==> config.mk <==
export PLATFORM = sky130hd
export DESIGN_NAME = uart_led_cmd_parser_flat
export DESIGN_NICKNAME = d
export VERILOG_FILES = /design/src/rtl/uart_led_cmd_parser_pkg.sv /design/src/rtl/uart_led_cmd_parser_if.sv /design/src/rtl/uart_led_cmd_parser_timer.sv /design/src/rtl/uart_led_cmd_parser.sv /design/src/flat_wrapper.sv
export SDC_FILE = /design/constraint.sdc
export NUM_CORES = 1
export LEC_CHECK = 0
export ABC_CLOCK_PERIOD_IN_PS = 7800
export CORE_ASPECT_RATIO = 1.75
export CORE_MARGIN = 1
export CORE_UTILIZATION = 55
export CTS_CLUSTER_SIZE = 14
export DETAILED_ROUTE_END_ITERATION = 10
export PLACE_DENSITY = 0.79
export SLEW_MARGIN = 10
export SYNTH_ARGS = -nofsm -noshare
export SYNTH_HDL_FRONTEND = slang
export SYNTH_SLANG_ARGS = --single-unit
==> constraint.sdc <==
create_clock -name Clk -period 7.8 [get_ports Clk]
set_input_delay 1.56 -clock Clk [delete_from_list [all_inputs] [get_ports Clk]]
set_output_delay 1.56 -clock Clk [all_outputs]
set_load 0.005 [all_outputs]
==> src/rtl/uart_led_cmd_parser_pkg.sv <==
// Shared constants and types for the UART LED command parser.
package uart_led_cmd_parser_pkg;

  localparam logic [7:0] BYTE_HDR0 = 8'h55;
  localparam logic [7:0] BYTE_HDR1 = 8'hA5;
  localparam logic [7:0] BYTE_TAIL = 8'hF0;
  localparam int unsigned FRAME_LEN = 8;

  typedef enum logic [2:0] {
    ST_IDLE = 3'd0,
    ST_HDR2 = 3'd1,
    ST_TIME = 3'd2,
    ST_CTRL = 3'd3,
    ST_TAIL = 3'd4
  } parser_state_e;

  // True when the byte closes a frame with a usable step period.
  function automatic logic frame_accept(input logic [7:0] tail_byte,
                                        input logic [31:0] time_val);
    return (tail_byte == BYTE_TAIL) && (time_val != 32'd0);
  endfunction

endpackage

==> src/rtl/uart_led_cmd_parser_if.sv <==
// Byte-in / pattern-out bundle between the UART receiver, parser and LED flasher.
interface uart_led_cmd_parser_if;

  logic [7:0]  Rx_Data;
  logic        Rx_Done;
  logic [7:0]  Ctrl;
  logic [31:0] Time;
  logic        Frame_Ok;
  logic        Frame_Err;
  logic        Busy;

  // Byte source side (receiver / testbench).
  modport master (
    output Rx_Data, Rx_Done,
    input  Ctrl, Time, Frame_Ok, Frame_Err, Busy
  );

  // Parser side.
  modport slave (
    input  Rx_Data, Rx_Done,
    output Ctrl, Time, Frame_Ok, Frame_Err, Busy
  );

endinterface

==> src/rtl/uart_led_cmd_parser_timer.sv <==
// Inter-byte idle timer: flags expiry after TIMEOUT_CYC enabled cycles without a clear.
module cmd_timeout_timer #(
  parameter int unsigned TIMEOUT_CYC = 500_000
) (
  input  logic Clk,
  input  logic Reset,
  input  logic Clr,
  input  logic En,
  output logic Expire
);

  localparam int unsigned CW = (TIMEOUT_CYC > 1) ? $clog2(TIMEOUT_CYC) : 1;
  localparam logic [CW-1:0] LAST = CW'(TIMEOUT_CYC - 1);

  logic [CW-1:0] cnt_q, cnt_d;

  // A clear always wins over expiry, so a byte on the expiry cycle keeps the frame alive.
  assign Expire = En && !Clr && (cnt_q == LAST);

  // Next count: clear, restart after expiry, or advance while enabled.
  always_comb begin
    cnt_d = cnt_q;
    if (Clr || Expire) begin
      cnt_d = '0;
    end else if (En) begin
      cnt_d = cnt_q + 1'b1;
    end
  end

  // Counter register.
  always_ff @(posedge Clk or posedge Reset) begin
    if (Reset) begin
      cnt_q <= '0;
    end else begin
      cnt_q <= cnt_d;
    end
  end

endmodule

==> src/rtl/uart_led_cmd_parser.sv <==
// Parses 8-byte frames (55 A5 T3 T2 T1 T0 C F0) and atomically commits Ctrl/Time.
module uart_led_cmd_parser
  import uart_led_cmd_parser_pkg::*;
#(
  parameter logic [31:0] DEFAULT_TIME = 32'd25_000_000,
  parameter logic [7:0]  DEFAULT_CTRL = 8'h00,
  parameter int unsigned TIMEOUT_CYC  = 500_000
) (
  input  logic                  Clk,
  input  logic                  Reset,
  uart_led_cmd_parser_if.slave  bus
);

  parser_state_e state_q, state_d;
  logic [1:0]    idx_q, idx_d;
  logic [31:0]   tsh_q, tsh_d;
  logic [7:0]    csh_q, csh_d;
  logic [7:0]    ctrl_q, ctrl_d;
  logic [31:0]   time_q, time_d;
  logic          ok_q, ok_d;
  logic          err_q, err_d;
  logic          expire;
  logic          in_frame;

  assign in_frame = (state_q != ST_IDLE);

  cmd_timeout_timer #(
    .TIMEOUT_CYC (TIMEOUT_CYC)
  ) u_timer (
    .Clk    (Clk),
    .Reset  (Reset),
    .Clr    (bus.Rx_Done || !in_frame),
    .En     (in_frame),
    .Expire (expire)
  );

  // Next-state and commit decode; bytes take priority over a coincident timeout.
  always_comb begin
    state_d = state_q;
    idx_d   = idx_q;
    tsh_d   = tsh_q;
    csh_d   = csh_q;
    ctrl_d  = ctrl_q;
    time_d  = time_q;
    ok_d    = 1'b0;
    err_d   = 1'b0;
    if (bus.Rx_Done) begin
      unique case (state_q)
        ST_IDLE: begin
          if (bus.Rx_Data == BYTE_HDR0) state_d = ST_HDR2;
        end
        ST_HDR2: begin
          if (bus.Rx_Data == BYTE_HDR1) begin
            state_d = ST_TIME;
            idx_d   = 2'd0;
          end else if (bus.Rx_Data != BYTE_HDR0) begin
            state_d = ST_IDLE;
          end
        end
        ST_TIME: begin
          tsh_d = {tsh_q[23:0], bus.Rx_Data};
          idx_d = idx_q + 2'd1;
          if (idx_q == 2'd3) state_d = ST_CTRL;
        end
        ST_CTRL: begin
          csh_d   = bus.Rx_Data;
          state_d = ST_TAIL;
        end
        ST_TAIL: begin
          state_d = ST_IDLE;
          if (frame_accept(bus.Rx_Data, tsh_q)) begin
            ctrl_d = csh_q;
            time_d = tsh_q;
            ok_d   = 1'b1;
          end else begin
            err_d = 1'b1;
          end
        end
        default: state_d = ST_IDLE;
      endcase
    end else if (expire) begin
      state_d = ST_IDLE;
      err_d   = 1'b1;
    end
  end

  // State, shadow and output registers.
  always_ff @(posedge Clk or posedge Reset) begin
    if (Reset) begin
      state_q <= ST_IDLE;
      idx_q   <= 2'd0;
      tsh_q   <= 32'd0;
      csh_q   <= 8'd0;
      ctrl_q  <= DEFAULT_CTRL;
      time_q  <= DEFAULT_TIME;
      ok_q    <= 1'b0;
      err_q   <= 1'b0;
    end else begin
      state_q <= state_d;
      idx_q   <= idx_d;
      tsh_q   <= tsh_d;
      csh_q   <= csh_d;
      ctrl_q  <= ctrl_d;
      time_q  <= time_d;
      ok_q    <= ok_d;
      err_q   <= err_d;
    end
  end

  assign bus.Ctrl      = ctrl_q;
  assign bus.Time      = time_q;
  assign bus.Frame_Ok  = ok_q;
  assign bus.Frame_Err = err_q;
  assign bus.Busy      = in_frame;

endmodule

==> src/flat_wrapper.sv <==
// flat-port wrapper written by rule: the top's interface ports become plain ports
module uart_led_cmd_parser_flat import uart_led_cmd_parser_pkg::*;
#(
  parameter logic [31:0] DEFAULT_TIME = 32'd25_000_000,
  parameter logic [7:0]  DEFAULT_CTRL = 8'h00,
  parameter int unsigned TIMEOUT_CYC  = 500_000
)
  (Clk, Reset, bus_Rx_Data, bus_Rx_Done, bus_Ctrl, bus_Time, bus_Frame_Ok, bus_Frame_Err, bus_Busy);
  uart_led_cmd_parser_if bus_i ();
  input  logic Clk;
  input  logic Reset;
  input wire logic [$bits(bus_i.Rx_Data)-1:0] bus_Rx_Data;
  input wire logic [$bits(bus_i.Rx_Done)-1:0] bus_Rx_Done;
  output wire logic [$bits(bus_i.Ctrl)-1:0] bus_Ctrl;
  output wire logic [$bits(bus_i.Time)-1:0] bus_Time;
  output wire logic [$bits(bus_i.Frame_Ok)-1:0] bus_Frame_Ok;
  output wire logic [$bits(bus_i.Frame_Err)-1:0] bus_Frame_Err;
  output wire logic [$bits(bus_i.Busy)-1:0] bus_Busy;
  assign bus_i.Rx_Data = bus_Rx_Data;
  assign bus_i.Rx_Done = bus_Rx_Done;
  assign bus_Ctrl = bus_i.Ctrl;
  assign bus_Time = bus_i.Time;
  assign bus_Frame_Ok = bus_i.Frame_Ok;
  assign bus_Frame_Err = bus_i.Frame_Err;
  assign bus_Busy = bus_i.Busy;
  uart_led_cmd_parser #(.DEFAULT_TIME(DEFAULT_TIME), .DEFAULT_CTRL(DEFAULT_CTRL), .TIMEOUT_CYC(TIMEOUT_CYC)) u_core (.Clk(Clk), .Reset(Reset), .bus(bus_i));
endmodule
==> results.md, run 1 <==
- Initial antenna violation count: 0
- Clk buf depth: 2
- Critical path type: input port to register
- Synthesized area per cell: between 10 and 15 um^2
- Critical Path RT: 8.02 ns
- Grt total ovfl: 0
- Die area: 8470 um^2
- Combinational family with the most area after synthesis: multiplexers
- CTS tree: built
- Hold path cells: 1
- Boundary Pins: 54
- Clk_skew: 0.00706 ns
- Initial Utilization: 56.6%
- Final Non-Filler Cells: 473
- Largest net degree at the start of global routing: between 50 and 60
- CTS Hold Bufs: 0
- Clk_lat worst skew: approximately 0.34 ns
- Die Span Y: 121 um
- LEAKAGE: around 2.4 nW
- Complex-gate fraction of the synthesized area: 2.81%
- Filler Cell Count: 579
- Placed cells: 457
- # setup viols final: 0
- Max-slew violations: 0
- Endpoint class of the critical path: register
- Area delta synth->final: 20.5%
- Post-synth EDFFs: 0
- Die width: 70.0 um
- Routed Antenna Nets: 0
- R2R depth: 5
- Fraction of layout cells with a size suffix above 1: 30.3%
- FFs w/ async S/R, synth: 100%
- Multi-input logic area: 1680 um^2
- Worst VDD drop: 0.000156 V
- Total GRT Usage: a little over a fifth
- Drt initial violations: 257
- Worst Hold End: u_core.bus.Ctrl[6]$_DFFE_PP0P_
- #FFs+latches synth: 106
- Final hold violations: 0
- Launching point of the worst reg2reg path: u_core.tsh_q[5]$_DFFE_PP0P_
- Fin crit share: 44.2%
- RSZ-0062 raised after global routing: no
- Core Util, Final: 68.3%
- Max Cap Violations: 0
- WL final: 8.28 mm
- Final GP Congestion: approximately 0.8
- Post-synthesis instance total: 323
- Clock Sinks: 106
- Mapped Nets: 336
- Failing checks: DRC
- CTS Buf Count: 9
- H-tree lvl count: 3
- Antenna cell count: 0
- Port bufs: 53
- First-pass GRT wire length: roughly 14 mm
- PwrDens: 249 nW/um^2
- Via count: 2,730
- Fin Hold WS: between 0.4 and 0.5 ns
- Slew at the pin closest to its max-slew limit: 0.705 ns
- Peak fanout along the critical path: 36
- Worst hold start: u_core.csh_q[6]$_DFFE_PP0P_
- Synth Area in Adders: 0.562%
- Primary FF master, synth: dfrtp_1
- Vias in the first global route: 2,787
- Cell Area, Synth: approximately 4400 um^2
- Multiplexer share of the synthesized area: 20.5%
- Clock Pin Slew Worst Setup and Hold Paths: around 0.07 ns
- XOR/XNOR share of the synthesized area: 2.76%
- Count of unique library cells instantiated by Yosys: slightly above 40
- Hold Crit Class: register to register
- Reg2reg end: u_core.bus.Time[23]$_DFFE_PP0P_
- # rows: 43
- DRC viols: 2
- Final nets: 391
- # Post-CTS Setup Buffers: 0
- Clock root buffer: clkbuf_16
- Reg area: 2670 um^2
- Rel. slew slack: 53.0%
- R2R setup slack: ~5.3 ns
- Seq/Total Area, Yosys: about 60%
- Worst Setup Start Kind: input port
- Total negative slack: 0 ns
- Fin crit period: 3.45 ns
- Area share of and/or/nand/nor cells after synthesis: 10.7%
- Critical path arrival: 3.66 ns
- Mean routed wirelength per cell: approximately 18 um
- First-pass DRT Iterations: 7
- DP HPWL: 5.76 mm
- Maximum clock frequency: 290 MHz
- Post_cts resized: 0
- Core area: 7860 um^2
- Via density: between 5 and 6
- Outcome: finished with violations
- Synth warn: 0
## power by group
part / leakage, nW / switching [W] / internal (W) / total, W
clock: 0.157 / 0.000191 / 0.000291 / 0.000482
combinational: 0.810 / 0.0000631 / 0.0000862 / 0.000149
sequential: 1.40 / 0.0000776 / 0.000625 / 0.000703
total: 2.36 / 0.000332 / 0.00100 / 0.00133
## worst max path at each step
stage                         startpoint                              end  slack, ns  cells past startpoint
after floorplan                    Reset   u_core.bus.Ctrl[0]$_DFFE_PP0P_       3.47                      1
after global placement    bus_Rx_Data[0]   u_core.bus.Ctrl[2]$_DFFE_PP0P_       4.07                      5
after detailed placement  bus_Rx_Data[0]  u_core.bus.Time[10]$_DFFE_PP0P_       3.95                      5
after CTS                 bus_Rx_Data[0]  u_core.bus.Time[10]$_DFFE_PP0P_       4.33                      5
after global routing      bus_Rx_Data[0]  u_core.bus.Time[10]$_DFFE_PP0P_       4.24                      5
final                     bus_Rx_Data[0]   u_core.bus.Ctrl[2]$_DFFE_PP0P_       4.35                      5
## area by class of cell
type,count,share of cell area [%]
clock buffer,12,4.60
timing repair buffer,56,10.3
inverter,8,0.607
tap,90,2.10
multi-input combinational,197,31.2
sequential,106,49.8
clock inverter,4,1.38
## metal layers
layer | up-vias | GRT usage, % | part of all wire (%) | routed length (um)
met5 | - | 0 | 0 | 0
met4 | 0 | 8.63 | 2.1 | 172
met3 | 14 | 5.07 | 3.0 | 249
met2 | 52 | 37.3 | 55 | 4570
met1 | 1384 | 25.5 | 40 | 3290
li1 | 1280 | - | - | -
## registers in the layout, indices dropped and copies added, names as in the netlist
signal,count
u_core.bus.Ctrl,8
u_core.bus.Frame_Err,1
u_core.state_q,3
u_core.tsh_q,32
u_core.u_timer.cnt_q,19
u_core.bus.Frame_Ok,1
u_core.csh_q,8
u_core.idx_q,2
u_core.bus.Time,32
## kinds of logic after synthesis
logic type                 count (synthesis)
xor gates and xnor gates                  14
buffers and inverters                     20
muxes                                     81
DFF                                      106
AOI/OAI and AO/OA                         16
and+or+nand+nor                           84
adders and majority gates                  2
## per-stage QoR
stage	setup WS (ns)	power [W]	area (um^2)
finish	4.35	0.00133	5360
floorplan	3.47	0.000800	4450
detailed placement	3.95	0.000864	5040
CTS	4.33	0.00135	5360
global route	4.24	0.00139	5360
global placement	4.07	0.000853	5040
## cell usage after synthesis, types with 2 or more instances
cell type	count	area [um^2]
nor3_1	5	25.0
and4_1	3	26.3
and2_1	3	18.8
nand4_1	10	62.6
a22o_1	2	17.5
inv_1	8	30.0
buf_2	6	30.0
mux2_1	3	33.8
dfstp_2	12	315
nand2_1	7	26.3
nand3_1	8	40.0
mux2_2	78	878
o31ai_1	4	30.0
ha_1	2	25.0
nor4_1	13	81.3
dfrtp_1	94	2350
nor2_1	23	86.3
xnor2_1	8	70.1
nor4b_1	2	17.5
buf_6	5	56.3
a21oi_1	2	10.0
xor2_1	6	52.6
## critical path: stages
cell and delay, ns:
clkdlybuf4s50_1 0.53, nor4_1 0.58, o2111ai_4 0.27, buf_4 0.34
mux2_1 0.37
## placed cells by master, fill, tap and decap left out, drive strengths merged, types with 6 or more instances in the layout
cell type,count
dfrtp,94
mux2,81
clkdlybuf4s50,53
nor2,23
nor4,13
dfstp,12
clkbuf,12
nand4,11
inv,9
nand3,8
xnor2,8
nand2,7
xor2,6
Note: power is estimated with default switching activity, not from simulation.
==> inputs of run 2 (changes only) <==
--- a/config.mk
+++ b/config.mk
@@ -5,13 +5,13 @@
 export SDC_FILE = /design/constraint.sdc
 export NUM_CORES = 1
 export LEC_CHECK = 0
-export ABC_CLOCK_PERIOD_IN_PS = 7800
+export ABC_CLOCK_PERIOD_IN_PS = 2800
 export CORE_ASPECT_RATIO = 1.75
 export CORE_MARGIN = 1
-export CORE_UTILIZATION = 55
+export CORE_UTILIZATION = 50
 export CTS_CLUSTER_SIZE = 14
 export DETAILED_ROUTE_END_ITERATION = 10
-export PLACE_DENSITY = 0.79
+export PLACE_DENSITY = 0.76
 export SLEW_MARGIN = 10
 export SYNTH_ARGS = -nofsm -noshare
 export SYNTH_HDL_FRONTEND = slang
==> constraint.sdc (replaced) <==
create_clock -name Clk -period 2.8 [get_ports Clk]
set_input_delay 0.56 -clock Clk [delete_from_list [all_inputs] [get_ports Clk]]
set_output_delay 0.56 -clock Clk [all_outputs]
set_load 0.005 [all_outputs]
==> results.md, run 2 (synthesis results as in run 1) <==
- RSZ-0062 raised after global routing: no
- Worst hold start: u_core.csh_q[2]$_DFFE_PP0P_
- Clock root buffer: clkbuf_16
- Worst Setup Start Kind: register
- DRC viols: 0 (-2)
- Max-slew violations: 0 (unchanged)
- CTS Hold Bufs: 0 (unchanged)
- Worst setup margin: 0.386 ns (-3.97 ns)
- Grt total ovfl: 0 (unchanged)
- Met2 Track Usage GR: 35.3% (-2.0 points)
- Clock Pin Slew Worst Setup and Hold Paths: 0.07 ns (about the same)
- Largest net degree at the start of global routing: 107 (+91%)
- Total GRT Usage: 20.0% (-1.5 points)
- Initial antenna violation count: 0 (unchanged)
- Fin Hold WS: 0.494 ns (+0.00904 ns)
- # rows: 45 (+4.7%)
- R2R depth: 5 (unchanged)
- Launching point of the worst reg2reg path: u_core.tsh_q[5]$_DFFE_PP0P_
- Hold path cells: 1 (unchanged)
- LEAKAGE: 2.37 nW (+0.51%)
- Area delta synth->final: 22.2%
- Die area: 9290 um^2 (+9.8%)
- Met1 Usage GRT: 23.0% (-2.4 points)
- Critical path type: register to primary output
- Vias in the first global route: 2,876 (+3.2%)
- Most common cell after layout, fill and taps aside: dfrtp_1
- Die Span Y: 127 um (+4.8%)
- Outcome: complete, no violations
- Worst Hold End: u_core.bus.Ctrl[2]$_DFFE_PP0P_
- Max Cap Violations: 0 (unchanged)
- # Post-CTS Setup Buffers: 0 (unchanged)
- WL final: 8.25 mm (-0.33%)
- Total negative slack: 0 ns (unchanged)
- First-pass GRT wire length: 13.9 mm (+0.35%)
- Drt initial violations: 113 (-56%)
- Boundary Pins: 54 (unchanged)
- Rel. slew slack: 51.7% (-1.3 points)
- Final GP Congestion: 0.815 (-0.57%)
- Worst VDD drop: 0.000410 V (+160%)
- Reg2reg end: u_core.bus.Time[30]$_DFFE_PP0P_
- Post_cts resized: 0 (unchanged)
- Commonest cells after routing, fill and taps aside: 94 x dfrtp_1, 78 x mux2_2, 53 x clkdlybuf4s50_1, 22 x nor2_1, 13 x nor4_1
- Final Non-Filler Cells: 504 (+6.6%)
- Core area: 8670 um^2 (+10%)
- Hold Crit Class: register to register
- Via count: 2,771 (+1.5%)
- Fin crit share: 86.2%
- R2R setup slack: 0.51 ns (-4.78 ns)
- Clock Sinks: 106 (unchanged)
- Core Util, Final: 62.7% (-5.6 points)
- Final hold violations: 0 (unchanged)
- Port bufs: 53 (unchanged)
- Fin crit period: between 2 and 2.5 ns
- Grt met3 use: 4.29% (-0.78 points)
- GRT Max-Usage Layer: met2
- Routed Antenna Nets: 0 (unchanged)
- DP HPWL: 5.90 mm (+2.4%)
- Filler Cell Count: 731 (+26%)
- CTS tree: built
- First-pass DRT Iterations: 4 (-3)
- Initial Utilization: 51.3% (-5.3 points)
- Critical path arrival: 1.85 ns (-1.81 ns)
- Fraction of layout cells with a size suffix above 1: 31.3% (+0.98 points)
- Critical Path RT: 2.24 ns (-5.78 ns)
- Place WS: 0.308 ns (-3.64 ns)
- Slew at the pin closest to its max-slew limit: 0.724 ns (+0.0191 ns)
- H-tree lvl count: 3 (unchanged)
- CTS Buf Count: 9 (unchanged)
- Clk buf depth: 2 (unchanged)
- Maximum clock frequency: ~410 MHz
- Peak fanout along the critical path: 7 (-81%)
- Endpoint class of the critical path: primary output
- Via density: 5.50 (-4.7%)
- Antenna cell count: 0 (unchanged)
- Mean routed wirelength per cell: 16.4 um (-6.5%)
- PwrDens: 681 nW/um^2 (+170%)
- Die width: 73.3 um (+4.7%)
- Final nets: 395 (+1.0%)
- Clk_skew: 0.00754 ns (+0.000477 ns)
- Clk_lat worst skew: 0.34 ns (about the same)
- # setup viols final: 0 (unchanged)
- Placed cells: 488 (+6.8%)
[run 2: layout make-up]
cell class                 count  area, um^2  area share [%]
sequential                   106        2670            49.1
tap                          117         146            2.69
multi-input combinational    197        1680            30.8
inverter                       8        33.8           0.621
clock inverter                 6        88.8            1.63
clock buffer                  10         229            4.21
timing repair buffer          60         596            11.0
[run 2: worst max path at each step]
stage                                   from                              end  slack (ns)
2_1_floorplan                    bus_Rx_Done      u_core.tsh_q[0]$_DFFE_PP0P_        0.96
3_3_place_gp                  bus_Rx_Data[0]  u_core.bus.Time[10]$_DFFE_PP0P_        0.38
3_5_place_dp                  bus_Rx_Data[0]  u_core.bus.Time[10]$_DFFE_PP0P_        0.31
4_1_cts        u_core.state_q[1]$_DFFE_PP0P_                         bus_Busy        0.36
5_1_grt        u_core.state_q[1]$_DFFE_PP0P_                         bus_Busy        0.28
6_report       u_core.state_q[1]$_DFFE_PP0P_                         bus_Busy        0.39
[run 2: report_power, final]
part	total [W]	internal [W]	switching, W	leakage [nW]
clock	0.00132	0.000785	0.000537	0.149
sequential	0.00196	0.00174	0.000216	1.40
combinational	0.000424	0.000247	0.000177	0.830
[run 2: stage by stage]
stage / instance area (um^2) / power (W)
floorplan: 4450 / 0.00223
global placement: 5120 / 0.00239
global route: 5440 / 0.00389
detailed placement: 5120 / 0.00242
finish: 5440 / 0.00370
CTS: 5440 / 0.00375
[run 2: critical path, cell delays in order, from the launching register on]
cell and delay, ns:
dfrtp_1 0.47, nor3_1 0.45, inv_1 0.13, clkdlybuf4s50_1 0.47
[run 2: metal layers]
layer  wire, um  vias up
met5          0        -
met4        166        0
met3        274       13
met2       4610       65
met1       3200     1410
li1           -     1283
==> inputs of run 3 (changes only) <==
--- a/config.mk
+++ b/config.mk
@@ -12,6 +12,7 @@
 export CTS_CLUSTER_SIZE = 14
 export DETAILED_ROUTE_END_ITERATION = 10
 export PLACE_DENSITY = 0.76
+export SETUP_SLACK_MARGIN = 0.1
 export SLEW_MARGIN = 10
 export SYNTH_ARGS = -nofsm -noshare
 export SYNTH_HDL_FRONTEND = slang
==> results of run 3 <==
Same layout as run 2: the final DEF is identical, and so are final timing and power.
